`src/rtl/alu_rsv_station.sv`:
```
// Age-ordered, compacting reservation station for the integer ALU.
// It captures CDB operands and issues the oldest entry whose two sources are both ready.
module alu_rsv_station #(
   parameter int BW    = 32,
   parameter int DEPTH = 4,
   parameter int TAG_W = 6
) (
   input  logic                         clock,
   input  logic                         reset,
   input  logic                         flush,
   input  logic                         disp_valid,
   output logic                         disp_ready,
   input  logic [3:0]                   disp_choice,
   input  logic [TAG_W-1:0]             disp_dest,
   input  logic                         disp_s1_rdy,
   input  logic [TAG_W-1:0]             disp_s1_tag,
   input  logic [BW-1:0]                disp_s1_val,
   input  logic                         disp_s2_rdy,
   input  logic [TAG_W-1:0]             disp_s2_tag,
   input  logic [BW-1:0]                disp_s2_val,
   input  logic                         cdb_valid,
   input  logic [TAG_W-1:0]             cdb_tag,
   input  logic [BW-1:0]                cdb_data,
   output logic                         iss_valid,
   input  logic                         iss_ready,
   output logic [BW-1:0]                iss_d1,
   output logic [BW-1:0]                iss_d2,
   output logic [3:0]                   iss_choice,
   output logic [TAG_W-1:0]             iss_dest,
   output logic [$clog2(DEPTH+1)-1:0]   count
);

   localparam int CW = $clog2(DEPTH + 1);
   localparam int IW = $clog2(DEPTH);
   localparam logic [CW-1:0] DEPTH_C = CW'(DEPTH);

   typedef struct packed {
      logic             s1_rdy;
      logic [TAG_W-1:0] s1_tag;
      logic [BW-1:0]    s1_val;
      logic             s2_rdy;
      logic [TAG_W-1:0] s2_tag;
      logic [BW-1:0]    s2_val;
      logic [3:0]       choice;
      logic [TAG_W-1:0] dest;
   } entry_t;

   entry_t          ent_q [DEPTH];
   entry_t          ent_d [DEPTH];
   entry_t          woken [DEPTH];
   entry_t          disp_e;
   logic            sel_found;
   logic [IW-1:0]   sel_idx;
   logic            issue_fire;
   logic            disp_fire;
   logic [CW-1:0]   tail;
   logic [CW-1:0]   count_d;

   // A waiting source whose tag matches a valid broadcast takes the broadcast value.
   function automatic entry_t wake(entry_t e, logic cv, logic [TAG_W-1:0] ct, logic [BW-1:0] cd);
      entry_t r;
      r = e;
      if (cv && !r.s1_rdy && r.s1_tag == ct) begin
         r.s1_rdy = 1'b1;
         r.s1_val = cd;
      end
      if (cv && !r.s2_rdy && r.s2_tag == ct) begin
         r.s2_rdy = 1'b1;
         r.s2_val = cd;
      end
      return r;
   endfunction

   assign disp_ready = (count < DEPTH_C);
   assign disp_fire  = disp_valid && disp_ready;
   assign issue_fire = sel_found && iss_ready;
   assign tail       = count - CW'(issue_fire);
   assign count_d    = count + CW'(disp_fire) - CW'(issue_fire);

   // Selection looks only at registered readiness, so a wakeup becomes issuable one cycle later.
   always_comb begin
      // NOTE: every combinational output gets a default first so no path leaves it unassigned (no latch).
      sel_found = 1'b0;
      sel_idx   = '0;
      for (int i = DEPTH - 1; i >= 0; i--) begin
         if (CW'(i) < count && ent_q[i].s1_rdy && ent_q[i].s2_rdy) begin
            sel_found = 1'b1;
            sel_idx   = IW'(i);
         end
      end
   end

   assign iss_valid  = sel_found;
   assign iss_d1     = ent_q[sel_idx].s1_val;
   assign iss_d2     = ent_q[sel_idx].s2_val;
   assign iss_choice = ent_q[sel_idx].choice;
   assign iss_dest   = ent_q[sel_idx].dest;

   always_comb begin
      for (int i = 0; i < DEPTH; i++) begin
         woken[i] = wake(ent_q[i], cdb_valid, cdb_tag, cdb_data);
      end
   end

   always_comb begin
      disp_e.s1_rdy = disp_s1_rdy;
      disp_e.s1_tag = disp_s1_tag;
      disp_e.s1_val = disp_s1_val;
      disp_e.s2_rdy = disp_s2_rdy;
      disp_e.s2_tag = disp_s2_tag;
      disp_e.s2_val = disp_s2_val;
      disp_e.choice = disp_choice;
      disp_e.dest   = disp_dest;
      disp_e        = wake(disp_e, cdb_valid, cdb_tag, cdb_data);
   end

   // Compaction: entries above the issued one move down a slot, carrying any value captured this cycle.
   always_comb begin
      for (int i = 0; i < DEPTH; i++) begin
         ent_d[i] = woken[i];
      end
      for (int i = 0; i < DEPTH - 1; i++) begin
         if (issue_fire && i >= int'(sel_idx)) ent_d[i] = woken[i+1];
      end
      for (int i = 0; i < DEPTH; i++) begin
         if (disp_fire && CW'(i) == tail) ent_d[i] = disp_e;
      end
   end

   // NOTE: sequential state is assigned with non-blocking (<=) so every register samples pre-edge values.
   always_ff @(posedge clock) begin
      if (reset || flush) count <= '0;
      else                count <= count_d;
   end

   // NOTE: the entry array has no reset; validity comes from count alone, so stale contents are harmless.
   always_ff @(posedge clock) begin
      if (!flush) ent_q <= ent_d;
   end

endmodule

```
`config.mk`:
```
export PLATFORM = sky130hd
export DESIGN_NAME = alu_rsv_station
export DESIGN_NICKNAME = d
export VERILOG_FILES = /design/src/rtl/alu_rsv_station.sv
export SDC_FILE = /design/constraint.sdc
export NUM_CORES = 1
export LEC_CHECK = 0
export BUFFER_PORTS_ARGS = -buffer_cell sky130_fd_sc_hd__buf_4
export CORE_MARGIN = 2
export CORE_UTILIZATION = 54
export DETAILED_ROUTE_END_ITERATION = 12
export HOLD_SLACK_MARGIN = 0.06
export PLACE_DENSITY = 0.77
export SLEW_MARGIN = 20
export SYNTH_ARGS = -nofsm -noshare
export SYNTH_HDL_FRONTEND = slang
export SYNTH_SLANG_ARGS = --single-unit
```
`constraint.sdc`:
```
create_clock -name clock -period 7.5 [get_ports clock]
set_input_delay 0.75 -clock clock [delete_from_list [all_inputs] [get_ports clock]]
set_output_delay 0.75 -clock clock [all_outputs]
set_load 0.02 [all_outputs]
```
After elaboration in Yosys (flattened, before gate mapping)
Cells that the tools add are included.

word-level totals
  register bits = 355
  input bits = 132
  output and inout bits = 79
  logic and storage cells = 158

operators by class
  add/subtract/negate cells = 3
  $lt $le $gt $ge = 9
  equality and inequality tests = 13
  muxes and demuxes = 38
  bitwise operators = 2
  reduce and logical (&&, ||, !) cells = 60

operators by type and width
  kind                                                                                 number
  88-bit two-way mux                                                                   7
  32-bit two-way mux                                                                   10
  88-bit binary-select mux with 2-bit select                                           1
  81-bit two-way mux                                                                   2
  6-bit == test                                                                        10
  1-bit logical AND                                                                    37
  1-bit two-way mux                                                                    14
  2-bit AND reduction                                                                  6
  1-bit logical NOT                                                                    10
  2-bit two-way mux                                                                    4
  2-bit by 3-bit == test with 1-bit output (first input constant)                      2
  1-bit by 3-bit < comparator with 1-bit output (first input constant)                 2
  2-bit by 3-bit < comparator with 1-bit output (first input constant)                 2
  2-bit nonzero test                                                                   3
  3-bit nonzero test                                                                   2
  3-bit by 1-bit subtractor with 3-bit output                                          2
  1-bit by 2-bit greater-or-equal comparator with 1-bit output (first input constant)  2
  3-bit by 1-bit adder with 3-bit output                                               1
  1-bit by 3-bit == test with 1-bit output (first input constant)                      1
  3-bit greater-or-equal comparator (second input constant)                            1
  3-bit logical NOT                                                                    1
  3-bit < comparator (second input constant)                                           1
  2-bit inverter with 3-bit output                                                     1
  2-bit greater-or-equal comparator (first input constant)                             1
  2 further kinds                                                                      2

Depth between registers and ports, before layout
  depth after elaboration = 13
  depth in mapped cells = 17
  depth with buffers taken out = 14

Worst setup path before layout
OpenSTA, ideal clock, no wires.

  kind = in2reg
  start = input port flush
  end = register ent_q[274] (netlist bit), enable pin
  library setup time = 435 ps
  data arrival time = 7241 ps
  required time = 7065 ps
  setup slack = -176 ps
  stages = 6
  path buffers = 1
  cell sequence = clkbuf_1 > inv_1 > nand2_1 > nor4_1 > nand4_1 > o22ai_1

between the ends
  cells in the longest elaborated chain, start to end = 2

ends and longest elaborated chain
  what                           line  text
  from (decl)                    10    input logic flush,
  1-bit inverter (no line)       n/a
  2-bit AND reduction (no line)  n/a
  to (signal assigned)           138   if (!flush) ent_q <= ent_d;
  to (decl)                      48    entry_t ent_q [DEPTH];

No other way between the ends.
A chain may end at the register's enable or synchronous reset.

==> metrics.cfg <==
[run_status]
status = finished clean

[sta]
max-slew-margin-rel_pct = 26.54
setup_ws_ns = 2.262
setup_tns_ns = 0
setup_violations = 0
rsz0062_at_grt = false
post-route-period-util_pct = 69.84
worst-slew-pin-transition_ns = 1.102
timing_hold_violations_final = 0
maximum_frequency_from_static_timing_analysis_ghz = 0.1909
worst_clock_skew_ns = 0.02018
timing_max_transition_violations_final = 0
finalCriticalPeriod_ns = 5.238

[floorplan]
die_area_um2 = 40450
num_io_pins = 211
floorplan.initialDensity_pct = 54.55
chipWidth_um = 201.1
chipHeight_um = 201.1
num_rows = 72
design.core.area_um2 = 38470

[hold_path]
min_path_type = in -> reg
holdCritStartpoint = reset
min_path_cells = 2

[power_and_ir_drop]
power_density_nw_per_um2 = 235.0
largest_vdd_supply_drop_v = 0.0001388
total_power_w = 0.005674
leakagePower_nw = 8.849

[yosys]
synth.avg_cell_area_um2 = 10.50
synthesis_stage_register_bit_count = 355
ys_top_cells_by_area = sky130_fd_sc_hd__edfxtp_1, sky130_fd_sc_hd__o22ai_1, sky130_fd_sc_hd__mux2i_1
postSynth.asyncResetShare_pct = 0
mappedNetlistNets = 2138
number_of_enable_flip_flop_cells_after_synthesis = 352
post_synth_inst_count = 1999
yosysTopAreaCell = sky130_fd_sc_hd__edfxtp_1
netlist.area_leader.share_pct = 50.37
yosysSeqAreaShare_pct = 50.66
ys_types = 59
most_frequently_used_flop_master_after_synthesis = sky130_fd_sc_hd__edfxtp_1
yosys_warnings = 0
synthesis.area_um2 = 20980

[detailed_routing]
dr.first_iter.drc_count = 2672
drt_pass1_iterations = 5
via_count = 18580
route.detailed.drc = 0
viasPerCell = 7.003
antenna_violating_nets_post_route = 0
post_drt_wl_per_cell_um = 26.32
wl_um = 69830

[global_routing]
grt_antenna_before_repair = 5
grt.total_usage_pct = 33.50
grt.overflow.total = 0
grt_first_pass_wirelength_um = 106700
grt_start_max_net_pins = 149
vias_in_the_first_global_route = 18330

[clock_tree]
cts-hold-fix-buffers = 0
cts_root_buffer = sky130_fd_sc_hd__clkbuf_16
cts_max_path_buffers = 3
tritoncts.num_buffers = 39
cts-htree-levels = 2
clk_pin_slew_worst_paths_ns = 0.06
post_cts.resized_instances = 0
clock_latency_ns = 0.55
tritoncts_clock_tree = yes
clock_sinks = 355
post-cts-setup-buffer-count = 0

[layout]
layout-drive-gt1-share_pct = 18.10
flow.area_growth_from_synthesis_pct = 15.06
finish.net_count = 2243
multi_input_area_um2 = 9524
fillers = 3069
finished_core_util_pct = 62.77
sequential_cell_area_um2 = 10630

[critical_path]
reg2reg_slack_ns = 2.26
setup_crit_end = ent_q[129]
setup.worst_path.start = count[1]
crit-reg2reg-capture = ent_q[129]
end_kind = flip-flop
cp.arrival_ns = 5.64
cp_max_fo = 41
setup.worst_path.start_class = flip-flop
r2r_cells = 13
timing.rr.start = count[1]
critical_path_class = reg -> reg
crit_path_required_time_ns = 7.90

[flow_run]
drv.max_cap_violation_count = 0

[placed_design]
post-dp-hpwl_um = 42470
numPortBuffers = 210
place_worst_setup_slack_ns = 2.347
routabilityCongestion = 0.8891

where the power goes:
| group | total [W] | internal (W) | switching [W] |
|---|---|---|---|
| Clock | 0.00202 | 0.00119 | 0.000824 |
| Combinational | 0.00109 | 0.000445 | 0.000648 |
| Sequential | 0.00256 | 0.00244 | 0.000120 |
cell type report:
type	instances	area share, %
sequential	355	44.03
multi-input combinational	1423	39.45
timing repair buffer	247	7.784
clock buffer	53	4.514
tap	518	2.684
clock inverter	17	0.9172
inverter	38	0.6063
antenna	2	0.02073
flip-flops by register name, summed over array words and instances, names as in the netlist:
signal / flops
ent_q: 352
count: 3
worst max-delay path, cell delays in order (launching register included):
cell and delay [ns]:
sky130_fd_sc_hd__dfxtp_1 0.41, sky130_fd_sc_hd__inv_1 0.10, sky130_fd_sc_hd__ha_1 0.27, sky130_fd_sc_hd__a211oi_2 0.48, sky130_fd_sc_hd__nor2_1 0.10, sky130_fd_sc_hd__nand2_1 0.11
sky130_fd_sc_hd__and2_1 0.15, sky130_fd_sc_hd__ha_1 0.16, sky130_fd_sc_hd__ha_1 0.29, sky130_fd_sc_hd__and2b_2 0.94, sky130_fd_sc_hd__nand2_2 0.77, sky130_fd_sc_hd__o21ai_2 0.58
sky130_fd_sc_hd__buf_4 0.42, sky130_fd_sc_hd__o221a_1 0.24
layer usage:
metal  GRT usage [%]  routed length (um)  vias to the layer above
met3           6.446                8366                      269
met5               0                  37                        -
met4           15.87                3090                        6
li1                -                   -                     8053
met2           53.26               31940                     1393
met1           44.44               26400                     8858
cell families (layout without fill, tap and decap cells):
logic type | after synthesis | after routing | synth area share (%)
simple gates | 429 | 429 | 9.821
compound gates | 803 | 803 | 25.83
fa+ha+maj | 7 | 7 | 0.4532
flops | 355 | 355 | 50.66
xor+xnor | 61 | 61 | 2.546
mux | 123 | 123 | 5.987
other cells | 0 | 2 | 0
buf+inv | 221 | 355 | 4.705
layout by cell type (no fill, tap or decap), types with 64 or more instances in the layout:
cell type / instances
sky130_fd_sc_hd__a211oi_1: 74
sky130_fd_sc_hd__a21oi_1: 144
sky130_fd_sc_hd__a31oi_1: 77
sky130_fd_sc_hd__buf_4: 245
sky130_fd_sc_hd__edfxtp_1: 352
sky130_fd_sc_hd__mux2i_1: 101
sky130_fd_sc_hd__nand2_1: 177
sky130_fd_sc_hd__nor2_1: 70
sky130_fd_sc_hd__nor2b_1: 79
sky130_fd_sc_hd__o21ai_0: 91
sky130_fd_sc_hd__o22ai_1: 192
sky130_fd_sc_hd__o31ai_1: 64
worst min path at each step:
| stage | endpoint |
|---|---|
| floorplan | ent_q[264] |
| global placement | ent_q[179] |
| detailed placement | ent_q[267] |
| CTS | count[1] |
| global route | count[2] |
| finish | count[1] |
per-stage QoR:
stage / hold WS (ns) / std cells / area, um2
final: 0.3679 / 2653 / 24140
after global routing: 0.3691 / 2653 / 24140
after CTS: 0.3623 / 2651 / 24140
after detailed placement: 0.5572 / 2581 / 22830
after global placement: 0.5418 / 2581 / 22830
after floorplan: 0.5364 / 1999 / 20990
cell usage after synthesis (all sizes together) (3+ instances only):
library cell / n
clkbuf: 102
xor2: 26
mux2i: 103
o21ai: 100
mux2: 20
o22a: 54
nor3: 6
nand2: 185
o221a: 51
or3: 3
nand4: 8
nor4: 8
a211oi: 76
nand3: 28
nand2b: 23
o31ai: 64
a21oi: 146
o311ai: 4
xnor2: 35
dfxtp: 3
edfxtp: 352
inv: 38
ha: 6
and2: 4
a22o: 35
nor2b: 79
nor2: 74
o22ai: 195
a31oi: 77
buf: 81
No activity file was read; power rests on OpenSTA's default activity.
